===== config.mk =====
export PLATFORM = sky130hd
export DESIGN_NAME = median_window_pipe
export DESIGN_NICKNAME = d
export VERILOG_FILES = /design/src/rtl/median_pkg.sv /design/src/rtl/median_cmp_swap.sv /design/src/rtl/median_window_pipe.sv
export SDC_FILE = /design/constraint.sdc
export NUM_CORES = 1
export LEC_CHECK = 0
export CORE_MARGIN = 2
export CORE_UTILIZATION = 30
export DETAILED_ROUTE_END_ITERATION = 10
export GPL_TIMING_DRIVEN = 0
export SKIP_CTS_REPAIR_TIMING = 1
export SLEW_MARGIN = 25
export SYNTH_ARGS = -nofsm -noshare
export SYNTH_HDL_FRONTEND = slang
export SYNTH_SLANG_ARGS = --single-unit

===== constraint.sdc =====
create_clock -name clk -period 18.05 [get_ports clk]
set_input_delay 2.7075 -clock clk [delete_from_list [all_inputs] [get_ports clk]]
set_output_delay 2.7075 -clock clk [all_outputs]
set_load 0.02 [all_outputs]

===== src/rtl/median_pkg.sv =====
// Shared constants, handshake state type and index helpers for the
// sliding-window median filter.
package median_pkg;

    // Largest supported window length and the fill counter width it needs.
    localparam int MEDIAN_MAX_WINDOW = 15;
    localparam int MEDIAN_CNT_W      = 4;

    // Priming: fewer than WINDOW-1 samples held, an accept cannot launch.
    // Streaming: window holds WINDOW-1 samples, every accept launches.
    typedef enum logic [0:0] {
        HS_PRIMING   = 1'b0,
        HS_STREAMING = 1'b1
    } median_hs_e;

    // Position of the median in a sorted window of odd length.
    function automatic int median_idx(input int window);
        return window / 2;
    endfunction

    // Odd stages pair (0,1),(2,3)...; even stages pair (1,2),(3,4)...
    function automatic bit is_odd_stage(input int k);
        return (k % 2) == 1;
    endfunction

endpackage


===== src/rtl/median_cmp_swap.sv =====
// Combinational compare-exchange cell: the smaller operand leaves on lo,
// the larger on hi. Equal operands pass straight through (no swap).
module median_cmp_swap #(
    parameter int DATA_WIDTH  = 8,
    parameter int SIGNED_DATA = 0
) (
    input  logic [DATA_WIDTH-1:0] a,
    input  logic [DATA_WIDTH-1:0] b,
    output logic [DATA_WIDTH-1:0] lo,
    output logic [DATA_WIDTH-1:0] hi
);

    logic greater;

    generate
        if (SIGNED_DATA != 0) begin : g_signed
            assign greater = $signed(a) > $signed(b);
        end else begin : g_unsigned
            assign greater = a > b;
        end
    endgenerate

    assign lo = greater ? b : a;
    assign hi = greater ? a : b;

endmodule


===== src/rtl/median_window_pipe.sv =====
// Streaming sliding-window median filter. A WINDOW-entry shift register
// collects samples; once it is full, every accepted sample launches the
// whole window into a WINDOW-stage odd-even transposition sorter, and the
// middle element of the last stage is the output.
//
// Valid/ready: a transfer happens on any edge where valid and ready are both
// high. Upstream sees s_ready = en & !flush & !rst, where en = !m_valid |
// m_ready; when the output is held (m_valid & !m_ready) the window, the fill
// counter and every pipeline stage freeze. flush restarts priming and drops
// everything in flight, including a held output.
//
// Optional build macro MEDIAN_MINMAX_EN: adds m_min/m_max, the first and last
// elements of the final sorted stage, registered and stalled with m_data.
module median_window_pipe
    import median_pkg::*;
#(
    parameter int DATA_WIDTH  = 8,
    parameter int WINDOW      = 5,
    parameter int SIGNED_DATA = 0
) (
    input  logic                  clk,
    input  logic                  rst,
    input  logic                  flush,
    input  logic [DATA_WIDTH-1:0] s_data,
    input  logic                  s_valid,
    output logic                  s_ready,
    output logic [DATA_WIDTH-1:0] m_data,
    output logic                  m_valid,
`ifdef MEDIAN_MINMAX_EN
    output logic [DATA_WIDTH-1:0] m_min,
    output logic [DATA_WIDTH-1:0] m_max,
`endif
    input  logic                  m_ready
);

    localparam int MID = median_idx(WINDOW);
    localparam logic [MEDIAN_CNT_W-1:0] FULL_CNT = MEDIAN_CNT_W'(WINDOW - 1);
    localparam logic [MEDIAN_CNT_W-1:0] LAST_PRIME_CNT = MEDIAN_CNT_W'(WINDOW - 2);

    generate
        if (WINDOW < 3 || WINDOW > MEDIAN_MAX_WINDOW || (WINDOW % 2) == 0) begin : g_bad_window
            $error("median_window_pipe: WINDOW must be odd and within 3..15");
        end
        if (DATA_WIDTH < 2 || DATA_WIDTH > 32) begin : g_bad_width
            $error("median_window_pipe: DATA_WIDTH must be within 2..32");
        end
    endgenerate

    logic                     en;
    logic                     accept;
    logic                     launch;
    logic [MEDIAN_CNT_W-1:0]  fill_cnt;
    median_hs_e               hs_state;

    logic [DATA_WIDTH-1:0]    window_q    [WINDOW];
    logic [DATA_WIDTH-1:0]    window_next [WINDOW];

    logic [DATA_WIDTH-1:0]    stage_in  [1:WINDOW][WINDOW];
    logic [DATA_WIDTH-1:0]    stage_out [1:WINDOW][WINDOW];
    logic [DATA_WIDTH-1:0]    stage_q   [1:WINDOW][WINDOW];
    logic [WINDOW:1]          stage_valid;

    assign m_valid = stage_valid[WINDOW];
    assign en      = !m_valid | m_ready;
    assign s_ready = en & !flush & !rst;
    assign accept  = s_valid & s_ready;
    assign launch  = accept & (hs_state == HS_STREAMING);

    // Window after shifting the incoming sample in at index 0.
    always_comb begin
        window_next[0] = s_data;
        for (int i = 1; i < WINDOW; i++) begin
            window_next[i] = window_q[i-1];
        end
    end

    // Sorter network: stage 1 sorts the freshly shifted window, later stages
    // continue on the previous stage's registers.
    generate
        for (genvar k = 1; k <= WINDOW; k++) begin : g_stage
            localparam int FIRST = is_odd_stage(k) ? 0 : 1;

            for (genvar i = 0; i < WINDOW; i++) begin : g_in
                if (k == 1) begin : g_from_window
                    assign stage_in[k][i] = window_next[i];
                end else begin : g_from_stage
                    assign stage_in[k][i] = stage_q[k-1][i];
                end
            end

            for (genvar i = 0; i < WINDOW; i++) begin : g_cell
                if (i >= FIRST && ((i - FIRST) % 2) == 0 && (i + 1) < WINDOW) begin : g_cx
                    median_cmp_swap #(
                        .DATA_WIDTH  (DATA_WIDTH),
                        .SIGNED_DATA (SIGNED_DATA)
                    ) u_cmp_swap (
                        .a  (stage_in[k][i]),
                        .b  (stage_in[k][i+1]),
                        .lo (stage_out[k][i]),
                        .hi (stage_out[k][i+1])
                    );
                end else if (!((i - 1) >= FIRST && ((i - 1 - FIRST) % 2) == 0)) begin : g_pass
                    // Unpaired edge element rides through this stage untouched.
                    assign stage_out[k][i] = stage_in[k][i];
                end
            end
        end
    endgenerate

    // Handshake state, fill counter and the valid bits travelling with data.
    always_ff @(posedge clk) begin
        if (rst) begin
            fill_cnt    <= '0;
            hs_state    <= HS_PRIMING;
            stage_valid <= '0;
        end else if (flush) begin
            fill_cnt    <= '0;
            hs_state    <= HS_PRIMING;
            stage_valid <= '0;
        end else if (en) begin
            if (accept) begin
                if (fill_cnt != FULL_CNT) begin
                    fill_cnt <= fill_cnt + 1'b1;
                end
                hs_state <= (fill_cnt >= LAST_PRIME_CNT) ? HS_STREAMING : HS_PRIMING;
            end
            stage_valid[1]        <= launch;
            stage_valid[WINDOW:2] <= stage_valid[WINDOW-1:1];
        end
    end

    // Window and stage data; frozen under backpressure or flush.
    always_ff @(posedge clk) begin
        if (rst) begin
            for (int i = 0; i < WINDOW; i++) begin
                window_q[i] <= '0;
            end
            for (int k = 1; k <= WINDOW; k++) begin
                for (int i = 0; i < WINDOW; i++) begin
                    stage_q[k][i] <= '0;
                end
            end
        end else if (en && !flush) begin
            if (accept) begin
                for (int i = 0; i < WINDOW; i++) begin
                    window_q[i] <= window_next[i];
                end
            end
            for (int k = 1; k <= WINDOW; k++) begin
                for (int i = 0; i < WINDOW; i++) begin
                    stage_q[k][i] <= stage_out[k][i];
                end
            end
        end
    end

    assign m_data = stage_q[WINDOW][MID];

`ifdef MEDIAN_MINMAX_EN
    assign m_min = stage_q[WINDOW][0];
    assign m_max = stage_q[WINDOW][WINDOW-1];
`endif

endmodule


## Word level (Yosys, flattened, before mapping)

Memories as Yosys holds them, arrays and structs flattened.
Cells that the tools add are included.

| operators by class | value |
|---|---|
| add/sub/neg operators | 1 |
| mux-type cells | 60 |
| order comparisons | 11 |
| bitwise operators | 35 |
| eq/ne operators | 1 |
| reductions and logical operators | 7 |

Operators with widths:

| kind | count |
|---|---|
| two-way mux 8 bit | 50 |
| > comparator 8 bit | 10 |
| bitwise OR 1 bit | 31 |
| two-way mux 1 bit | 10 |
| adder 4 x 1 -> 4 bit, second input constant | 1 |
| AND 1 bit | 4 |
| >= comparator 4 x 2 -> 1 bit, second input constant | 1 |
| != test 4 x 3 -> 1 bit, second input constant | 1 |
| zero test 1 bit | 3 |
| AND reduction 3 bit | 1 |
| AND reduction 2 bit | 1 |
| OR reduction 2 bit | 1 |
| logical AND 1 bit | 1 |

| word-level totals | value |
|---|---|
| output and inout bits | 10 |
| register bits after elaboration | 10 |
| RAM bits | 240 |
| memories | 2 |

Memory list:

| memory | words | width | read ports | clocked after Yosys merged registers in | write ports | line | RTL |
|---|---|---|---|---|---|---|---|
| stage_q | 5 | 40 | 5 | 0 | 5 | median_window_pipe.sv:60 | `logic [DATA_WIDTH-1:0] stage_q [1:WINDOW][WINDOW];` |
| window_q | 5 | 8 | 4 | 0 | 5 | median_window_pipe.sv:55 | `logic [DATA_WIDTH-1:0] window_q [WINDOW];` |

## Logic depth before layout (Yosys ltp)

| logic depth | value |
|---|---|
| depth after elaboration | 10 |
| mapped depth | 9 |

## Cells and area by module

A second synthesis with hierarchy kept.

| unflattened totals | value |
|---|---|
| cells, all modules | 821 |
| area total of the unflattened synthesis | 10995.5 µm² |

By module, submodules not included:

| module | seq. area each (µm²) | instances | area an instance (µm²) | cells each |
|---|---|---|---|---|
| median_window_pipe | 5245.0 | 1 | 6705.2 | 425 |
| median_cmp_swap | 0.0 | 9 | 476.7 | 44 |

## Worst setup path after synthesis

No wires, ideal clock.

| timing path | value |
|---|---|
| path kind | in2reg |
| start | input m_ready |
| end | register, netlist name stage_q[0][100] |
| stages | 2 |
| library setup time | 660 ps |
| buffers on the path | 0 |
| data arrival time | 9057 ps |
| slack | 8333 ps |
| data required time | 17390 ps |
| path through | nor2b_1 -> o21bai_1 |

RTL lines:

| what | line | RTL |
|---|---|---|
| from (decl) | median_window_pipe.sv:33 | `input logic m_ready` |

## Final worst setup path

| timing path | value |
|---|---|
| start | input flush |
| end | output s_ready |

| between the ends | value |
|---|---|
| cells in the longest elaborated chain, start to end | 3 |

Ends and longest elaborated chain:

| what | line | RTL |
|---|---|---|
| from (decl) | median_window_pipe.sv:23 | `input logic flush,` |
| zero test 1 bit | median_window_pipe.sv:65 | `assign s_ready = en & !flush & !rst;` |
| AND 1 bit (2 in series) | median_window_pipe.sv:65 |  |
| to (decl) | median_window_pipe.sv:26 | `output logic s_ready,` |

Every way passes these cells.

==> impl_metrics.py <==
metrics = {
    "status": {
        "status": "complete, no violations",
    },
    "sta": {
        "fmax_mhz": 133,
        "maxSlewHeadroom": 0.602,
        "post-route-period-util": 0.416,
        "tns_ps": 0,
        "rsz0062_at_grt": "no",
        "tightest_slew_ps": 595,
        "skew_ps": 13.0,
        "final-max-slew-violation-count": 0,
        "hold_viol": 0,
        "min_period_ps": 7510,
        "finalSetupViolations": 0,
    },
    "synth": {
        "yosys_warnings": 0,
        "yosysTopAreaCellShare": 0.521,
        "yosys.area.top_type": "edfxtp_1",
        "avgSynthCellArea_sq_um": 11.6,
        "synth_nets": 925,
        "synth_edf_count": 168,
        "synth.top_cells.by_area": "edfxtp_1 (52%), ha_1 (9.6%), mux2i_1 (8.4%)",
        "synth_cell_type_count": 38,
        "netlist_area_sq_um": 9690,
        "ys_async_sr_fraction": 0,
        "yosysSeqAreaShare": 0.542,
        "synth_cells": 838,
        "yosys_register_bits": 178,
        "synthFlopType": "edfxtp_1",
    },
    "power_and_ir_drop": {
        "combPwrFrac": 0.171,
        "p_sw_mw": 0.294,
        "finalPower_mw": 1.05,
        "internal_power_mw": 0.757,
        "power_switching_share": 0.280,
        "powerDensity_nw_per_um2": 93.9,
        "share_seq_of_total_power": 0.484,
        "clkPwrFrac": 0.345,
        "leakage_nw": 4.49,
        "ir_worst_vdd_mv": 0.0606,
    },
    "clocking": {
        "clk_path_buf_depth": 2,
        "h-tree-depth": 4,
        "clkLatencyLatePin_ps": 430,
        "cts_made_buffers": 17,
        "cts-root-buf": "clkbuf_16",
        "cts_tree": "yes",
        "clkSinkCount": 178,
        "clkTransAtPathRegs_ps": 80,
    },
    "route": {
        "drt_iter0_drc": 253,
        "via_count": 6312,
        "dr.pass1.iters": 5,
        "routed_wl_um": 19000,
        "final_antenna_net_count": 0,
        "drc": 0,
        "wl_per_cell_um": 14.6,
        "vias_per_cell": 4.85,
    },
    "finish": {
        "layout-drive-gt1-share": 0.0879,
        "nNetsFinal": 973,
        "diodes": 0,
        "register_area_sq_um": 5250,
        "post-route-util": 0.353,
        "multiInputGateArea_sq_um": 4000,
        "syn2layout_area_growth_pct": 15.5,
        "n_fill_cell": 3053,
    },
    "floorplan": {
        "fp.dieH_um": 184,
        "start_util": 0.306,
        "design.core.area_sq_um": 31600,
        "num_rows": 65,
        "top_level_ports": 23,
        "dieArea_sq_um": 33700,
        "fp.dieW_um": 184,
    },
    "worst_setup_path": {
        "worstPathMaxFanout": 10,
        "cp-start-kind": "primary input",
        "cp.required_ps": 15340,
        "crit_type": "primary input to output port",
        "worstPathArrival_ps": 4810,
        "cp-end-kind": "output port",
    },
    "global_routing": {
        "grt_pass1_wl_um": 30900,
        "grt_pass1_vias": 5996,
        "grt-ovfl-total": 0,
        "antenna_found_initial": 0,
        "track_usage": 0.117,
        "grt_max_degree": 29,
    },
    "run": {
        "maxCapViolCount": 0,
    },
    "worst_hold_path": {
        "hold_path.class": "flip-flop to flip-flop",
    },
    "placed_design": {
        "port_buffers": 22,
        "hpwlAfterDp_um": 14300,
        "gp_congestion": 0.821,
    },
}
==> cell type report <==
type,instances,area share
inverter,75,0.0252
clock inverter,14,0.0123
tap,402,0.0450
buffer,35,0.0158
sequential,178,0.469
clock buffer,18,0.0403
multi-input combinational,550,0.357
timing repair buffer,29,0.0351
==> placed cells by master (no fill, tap or decap), types with 5 or more instances in the layout <==
cell	Yosys	layout
clkbuf_16	0	18
a21oi_1	52	52
a211oi_1	18	18
ha_1	74	74
nand4_1	18	18
mux2i_1	81	81
clkdlybuf4s50_1	0	22
dfxtp_1	10	10
nand2_1	96	96
buf_4	5	5
clkbuf_1	14	14
nor2b_1	10	10
buf_16	0	5
nor2_1	80	80
o22a_1	5	5
and3_1	40	40
o21ai_0	5	5
edfxtp_1	168	168
inv_1	75	75
buf_2	15	15
a221o_1	32	32
o211ai_1	9	9
==> power by group through the flow <==
stage | logic (mW) | clock network (mW) | registers, mW
final | 0.180 | 0.362 | 0.508
after global routing | 0.201 | 0.387 | 0.511
after CTS | 0.181 | 0.370 | 0.508
after detailed placement | 0.180 | 0 | 0.517
after global placement | 0.171 | 0 | 0.521
after floorplan | 0.133 | 0 | 0.515
==> worst max-delay path, cell delays in order <==
cell             delay [ps]
clkdlybuf4s50_1         510
nor2_4                  240
nand2_4                 140
inv_1                    90
buf_2                   210
buf_2                   260
clkdlybuf4s50_1         640
==> metal layers <==
metal | track usage | routed length, um
met3 | 0.0279 | 526
met4 | 0.0298 | 257
met5 | 0 | 0
met2 | 0.203 | 9400
met1 | 0.146 | 8800
==> state kept, by name (all words and copies together), names as in the netlist <==
register	cells
fill_cnt	4
hs_state	1
stage_q	136
stage_valid	5
window_q	32
==> final timing paths <==
| kind | startpoint | to | slack (ps) | depth (start not counted) |
|---|---|---|---|---|
| worst min register to register | stage_valid[2] | stage_valid[2] | 460 | 2 |
| worst max register to register | stage_q[0][115] | stage_q[0][148] | 15740 | 6 |
| worst max-delay path | flush | s_ready | 10540 | 7 |
| worst min-delay path | stage_valid[2] | stage_valid[2] | 460 | 2 |
==> cell usage after synthesis, types with 2 or more instances <==
| cell type | number |
|---|---|
| edfxtp_1 | 168 |
| nand2_1 | 96 |
| mux2i_1 | 81 |
| nor2_1 | 80 |
| inv_1 | 75 |
| ha_1 | 74 |
| a21oi_1 | 52 |
| and3_1 | 40 |
| a221o_1 | 32 |
| a211oi_1 | 18 |
| nand4_1 | 18 |
| buf_2 | 15 |
| clkbuf_1 | 14 |
| dfxtp_1 | 10 |
| nor2b_1 | 10 |
| o211ai_1 | 9 |
| buf_4 | 5 |
| o21ai_0 | 5 |
| o22a_1 | 5 |
| nor3_2 | 4 |
| nor3b_2 | 4 |
| a211oi_2 | 2 |
| a311o_1 | 2 |
| a311o_4 | 2 |
| nand2b_1 | 2 |
| nand4_2 | 2 |
| xnor2_1 | 2 |
==> kinds of logic (layout without fill, tap and decap cells) <==
logic type | after synthesis | after routing | synth area share
and+or+nand+nor | 263 | 263 | 0.131
DFF | 178 | 178 | 0.542
AOI/OAI and AO/OA | 129 | 129 | 0.0984
buffers and inverters | 110 | 171 | 0.0473
muxes | 81 | 81 | 0.0837
adders and majority gates | 74 | 74 | 0.0956
xor gates and xnor gates | 3 | 3 | 0.00271
==> metrics by stage <==
stage | hold WS, ps | cell area, sq um | worst slack [ps] | instances
after floorplan | 432 | 9690 | 8330 | 838
after global placement | 440 | 10400 | 5450 | 1262
after detailed placement | 451 | 10600 | 10500 | 1269
after CTS | 461 | 11200 | 10500 | 1301
after global routing | 484 | 11200 | 10400 | 1301
final | 459 | 11200 | 10540 | 1301
Power figures use the tool's default switching activity.
